### src/rtl/adc_pkg.sv
// Shared definitions for the sample-frame reader: FSM encoding, default
// frame header byte and checksum width.
package adc_pkg;

  typedef enum logic [2:0] {
    ST_IDLE,
    ST_HDR,
    ST_FETCH,
    ST_WAIT,
    ST_HI,
    ST_LO,
    ST_CSUM
  } state_t;

  localparam logic [7:0] SYNC_DEFAULT = 8'hA5;
  localparam int         CSUM_W       = 8;

endpackage

### src/rtl/byte_tx_reg.sv
// Byte holding register with a valid/ready handshake. A load always wins
// over a transfer, so a new byte can follow the old one with no bubble.
module byte_tx_reg (
  input  logic       clk,
  input  logic       rst,
  input  logic       i_load,
  input  logic [7:0] i_data,
  input  logic       i_ready,
  output logic [7:0] o_data,
  output logic       o_valid,
  output logic       o_xfer
);

  logic [7:0] r_data;
  logic       r_valid;

  assign o_data  = r_data;
  assign o_valid = r_valid;
  assign o_xfer  = r_valid & i_ready;

  // NOTE: sequential state uses non-blocking (<=) so every flop samples
  // pre-edge values regardless of block ordering.
  always_ff @(posedge clk or posedge rst) begin
    if (rst) begin
      r_data  <= 8'h00;
      r_valid <= 1'b0;
    end else if (i_load) begin
      r_data  <= i_data;
      r_valid <= 1'b1;
    end else if (o_xfer) begin
      r_valid <= 1'b0;
    end
  end

endmodule

### src/rtl/pip_reader.sv
// Pops 16-bit samples from a FIFO and streams them as framed bytes:
// SYNC, samples MSB-first, then an XOR checksum of the sample bytes.
module pip_reader
  import adc_pkg::*;
#(
  parameter int         DATA_WIDTH = 16,
  parameter int         FRAME_LEN  = 256,
  parameter logic [7:0] SYNC       = SYNC_DEFAULT
) (
  input  logic                  clk,
  input  logic                  rst,
  input  logic                  en,
  input  logic                  empty,
  input  logic [DATA_WIDTH-1:0] q,
  output logic                  rd,
  output logic [7:0]            tx_data,
  output logic                  tx_valid,
  input  logic                  tx_ready,
  output logic                  busy,
  output logic [15:0]           frame_cnt
);

  localparam logic [15:0] LAST_IDX = 16'(FRAME_LEN - 1);

  state_t                r_state;
  logic [DATA_WIDTH-1:0] r_sample;
  logic [15:0]           r_cnt;
  logic [CSUM_W-1:0]     r_csum;
  logic [15:0]           r_frame_cnt;

  logic       w_xfer;
  logic       w_load;
  logic [7:0] w_load_data;
  logic       w_last;

  assign w_last    = (r_cnt == LAST_IDX);
  assign rd        = (r_state == ST_FETCH) && !empty;
  assign busy      = (r_state != ST_IDLE);
  assign frame_cnt = r_frame_cnt;

  // Each byte is loaded on the edge that enters the state presenting it.
  // NOTE: defaults first so no path through the case leaves a latch.
  always_comb begin
    w_load      = 1'b0;
    w_load_data = 8'h00;
    unique case (r_state)
      ST_IDLE: if (en) begin
        w_load      = 1'b1;
        w_load_data = SYNC;
      end
      ST_WAIT: begin
        w_load      = 1'b1;
        w_load_data = q[15:8];
      end
      ST_HI: if (w_xfer) begin
        w_load      = 1'b1;
        w_load_data = r_sample[7:0];
      end
      ST_LO: if (w_xfer && w_last) begin
        w_load      = 1'b1;
        w_load_data = r_csum ^ r_sample[7:0];
      end
      ST_CSUM: if (w_xfer && en) begin
        w_load      = 1'b1;
        w_load_data = SYNC;
      end
      default: ;
    endcase
  end

  byte_tx_reg u_tx (
    .clk    (clk),
    .rst    (rst),
    .i_load (w_load),
    .i_data (w_load_data),
    .i_ready(tx_ready),
    .o_data (tx_data),
    .o_valid(tx_valid),
    .o_xfer (w_xfer)
  );

  always_ff @(posedge clk or posedge rst) begin
    if (rst) begin
      r_state     <= ST_IDLE;
      r_sample    <= '0;
      r_cnt       <= 16'h0000;
      r_csum      <= '0;
      r_frame_cnt <= 16'h0000;
    end else begin
      unique case (r_state)
        ST_IDLE: if (en) begin
          r_csum  <= '0;
          r_state <= ST_HDR;
        end
        ST_HDR:   if (w_xfer) r_state <= ST_FETCH;
        ST_FETCH: if (!empty) r_state <= ST_WAIT;
        ST_WAIT: begin
          r_sample <= q;
          r_state  <= ST_HI;
        end
        ST_HI: if (w_xfer) begin
          r_csum  <= r_csum ^ r_sample[15:8];
          r_state <= ST_LO;
        end
        ST_LO: if (w_xfer) begin
          r_csum  <= r_csum ^ r_sample[7:0];
          r_cnt   <= r_cnt + 16'd1;
          r_state <= w_last ? ST_CSUM : ST_FETCH;
        end
        ST_CSUM: if (w_xfer) begin
          r_frame_cnt <= r_frame_cnt + 16'd1;
          r_cnt       <= 16'h0000;
          r_csum      <= '0;
          r_state     <= en ? ST_HDR : ST_IDLE;
        end
        default: r_state <= ST_IDLE;
      endcase
    end
  end

endmodule

### config.mk
export PLATFORM = sky130hd
export DESIGN_NAME = pip_reader
export DESIGN_NICKNAME = d
export VERILOG_FILES = /design/src/rtl/adc_pkg.sv /design/src/rtl/byte_tx_reg.sv /design/src/rtl/pip_reader.sv
export SDC_FILE = /design/constraint.sdc
export NUM_CORES = 1
export LEC_CHECK = 0
export CAP_MARGIN = 20
export CORE_ASPECT_RATIO = 1.25
export CORE_MARGIN = 3
export CORE_UTILIZATION = 45
export DETAILED_ROUTE_END_ITERATION = 8
export GPL_TIMING_DRIVEN = 0
export PLACE_DENSITY = 0.68
export SYNTH_ARGS = -nofsm -noshare
export SYNTH_HDL_FRONTEND = slang
export SYNTH_SLANG_ARGS = --single-unit
### constraint.sdc
create_clock -name clk -period 2.4 [get_ports clk]
set_input_delay 0.48 -clock clk [delete_from_list [all_inputs] [get_ports clk]]
set_output_delay 0.48 -clock clk [all_outputs]
set_load 0.01 [all_outputs]
==> summary.txt <==
Setup path
  – Critical Path End Type: output pin
  – Worst Path Arrival: between 1.5 and 2 ns
  – Req. time, crit path: around 1.9 ns
  – Worst stage delay on the critical path: between 0.5 and 0.6 ns
  – Crit path max fanout: 10
  – Worst setup SP type: flip-flop
  – CP cell instances: buf_6 -> clkbuf_2 -> nor2_1 -> clkdlybuf4s50_1
  – CP top delay family: buffers and inverters
  – R2R Setup Slk: 0.29 ns
  – Slowest cell on crit path: clkdlybuf4s50_1
  – Worst reg2reg path depth: 4
  – Setup CP Type: flip-flop to output pin
  – R2r endpoint: r_csum[2]
  – Buf/Inv on CP: 3
  – Worst r2r src: r_state[0]

Yosys
  – XOR/XNOR Fraction of Synth Area: 9.45%
  – Mapped Area: ~3400 um2
  – Share of synthesized registers carrying an async set or reset: 100%
  – Cells after synthesis: roughly 360
  – Synth Area in Compound Gates: between 10% and 20%
  – Mean Syn Cell Area: around 9.5 um2
  – Syn Nets: about 390
  – Unique masters post-synth: 42
  – Synth warnings: 0
  – Sequential fraction of the synthesis area: 49.5%
  – Simple-gate share of the synthesized area: 22.5%
  – Synth Flop Type: dfrtp_1
  – Largest family of logic cells by synthesized area: simple AND/OR/NAND/NOR gates
  – Post-synthesis register bit count: 68
  – EDFF count, synth: 0
  – Share of synthesized cell area in full adder, half adder and majority cells: less than 1%
  – Multiplexer share of the synthesized area: 0%

Cells and area
  – Fill count: 681
  – Multi-input logic area: between 1500 and 2000 um2
  – Final core occ: 57.3%
  – Fin area: 4240 um2
  – N_diodes: 0
  – Area delta synth->final: 23.2%
  – Layout cells sized above 1: around 8%
  – Most common cell after layout, fill and taps aside: nand2_1
  – Commonest cells after routing, fill and taps aside: nand2_1, dfrtp_1, clkdlybuf4s50_1, xnor2_1, nand3_1
  – Reg area: between 1500 and 2000 um2
  – Nets: about 440

Floorplan
  – Boundary pin count: between 40 and 50
  – Die H: 104 um
  – Die span in x: 84.2 um
  – Initial core utilization: between 40% and 50%
  – Die ar.: between 8000 and 9000 um2
  – Core area: ~7400 um2
  – Site Rows: 35

Global route
  – Gr ovfl total: 0
  – Vias in the first global route: 2,783
  – Global-route wire length before repair: between 10 and 15 mm
  – Tot GR Track Use: 18.9%
  – Initial antenna violation count: 0
  – Pin count of the biggest net entering global routing: between 60 and 70

Run
  – Total of max-cap violations: 0

Clocking
  – CTS Hold Buffers Added: 0
  – CTS Buf Count: 9
  – Num Clock Sinks: 68
  – CTS Root Cell: clkbuf_8
  – CTS tree: yes
  – Clk pin slew, worst setup/hold paths: approximately 0.070 ns
  – Maximum root-to-sink buffer count: 2
  – Htree depth: 3
  – Worst-skew pair later-pin latency: around 0.34 ns

Routing
  – Total routed wirelength: approximately 7.9 mm
  – WL/cell: roughly 15 um
  – Post-route ant nets: 0
  – Vias per std cell: 5.49
  – Vias: ~2,800
  – DRT Pass-1 Iters: 4
  – DRC violations left: 0
  – DRT iter0 DRCs: 80

Placed design
  – Post-DP HPWL: 5.37 mm
  – GP Congestion: roughly 0.75
  – I/O Buffers: between 40 and 50
  – Placed Instance Area: roughly 4000 um2
  – Pre-CTS WS: -0.322 ns

STA
  – Final hold vios: 0
  – Setup slack after layout: 0.0818 ns
  – Max frequency: around 0.43 GHz
  – Slew Viols, Final: 0
  – Period minus WS final: 2.32 ns
  – Final setup fails: 0
  – Least-Margin Pin Slew: 1.10 ns
  – Worst Skew: 0.00864 ns
  – Fin crit share: 96.6%
  – RSZ-0062 raised after global routing: false
  – Max-Slew Margin vs Limit: a little over a quarter

Pwr
  – Total power per unit cell area: 1000 nW/um2
  – Maximum vdd drop: 696 uV
  – Pleak: ~1.9 nW

Hold path
  – Min-Delay Endpoint: frame_cnt[15]
  – Worst hold path type: flip-flop to flip-flop
  – WHS Path Cells: 1
  – Min-Delay Startpoint: frame_cnt[15]

Run status
  – Status: complete, no violations
repair_timing:
item / CTS / global route
pin swaps: 0 / 0
endpoints found under the setup margin: 2 / 8
gates resized for setup: 4 / 1
setup buffers: 0 / 0
through the flow:
step / total power, mW / hold WS, ns / setup TNS [ns] / instances
2_1_floorplan: 2.73 / 0.469 / 0 / 362
4_1_cts: 4.26 / 0.477 / 0 / 515
3_5_place_dp: 3.25 / 0.467 / -2.55 / 501
5_1_grt: 4.51 / 0.515 / 0 / 515
6_report: 4.24 / 0.483 / 0 / 515
3_3_place_gp: 3.21 / 0.461 / -68.59 / 501
registers in the layout, summed over array words and instances (netlist names):
signal	flops
r_sample	16
frame_cnt	16
u_tx.o_valid	1
u_tx.o_data	8
r_cnt	16
r_csum	8
r_state	3
synthesized netlist by cell type (2+ instances only):
library cell  count  share of area (%)
buf_2             3               0.44
clkbuf_1          5               0.55
or3_1             5               0.91
xor2_1           10                2.5
nor2_1           16                1.7
and3b_1           2               0.51
o22a_1           10                2.5
a21oi_1          15                2.2
xnor2_1          24                6.1
nand4_1           9                1.6
ha_1              2               0.73
and4_1            2               0.51
and3_1            6                1.1
buf_4             3               0.65
nand2_1          83                9.1
dfrtp_1          68                 49
nor4_1            2               0.36
o21ai_0          17                2.5
a22oi_1           8                1.7
and2_1            3               0.55
nand3b_1          2               0.44
nand3_1          20                2.9
o31ai_1           8                1.7
inv_1             4               0.44
nor3_1            7                1.0
buf_6             4                1.3
o22ai_1           9                1.6
routing by layer:
layer	up-vias	track usage (%)	routed length, um
li1	1385	-	-
met1	1345	23.9	3450
met2	80	31.1	3910
met3	17	3.26	381
met4	0	9.20	170
met5	-	0	0
power breakdown:
group / internal (mW) / leakage, nW / total [mW] / switching, mW
Combinational: 0.704 / 0.873 / 1.45 / 0.743
Clock: 0.576 / 0.102 / 1.01 / 0.435
Sequential: 1.46 / 0.892 / 1.79 / 0.321
Total: 2.74 / 1.87 / 4.24 / 1.50
how the worst max path moves through the flow:
stage,from,to,cells after the start
finish,r_state[0],rd,4
floorplan,rst,frame_cnt[0],1
detailed placement,tx_ready,u_tx.o_data[0],6
global placement,rst,r_state[0],2
global route,r_state[0],rd,4
CTS,tx_ready,u_tx.o_data[0],6
layout make-up:
cell class	count	area share (%)
multi-input cells	274	38.3
clock buffers	10	3.01
flip-flops and latches	68	40.2
repair buffers	47	11.1
plain buffers	15	2.48
well taps	92	2.72
inverters	4	0.413
clock inverters	5	1.83
kinds of logic after synthesis:
family,Yosys count
buf+inv,20
flops,68
xor+xnor,35
simple gates,164
compound gates,73
fa+ha+maj,2
(Power assumes the default switching activity.)
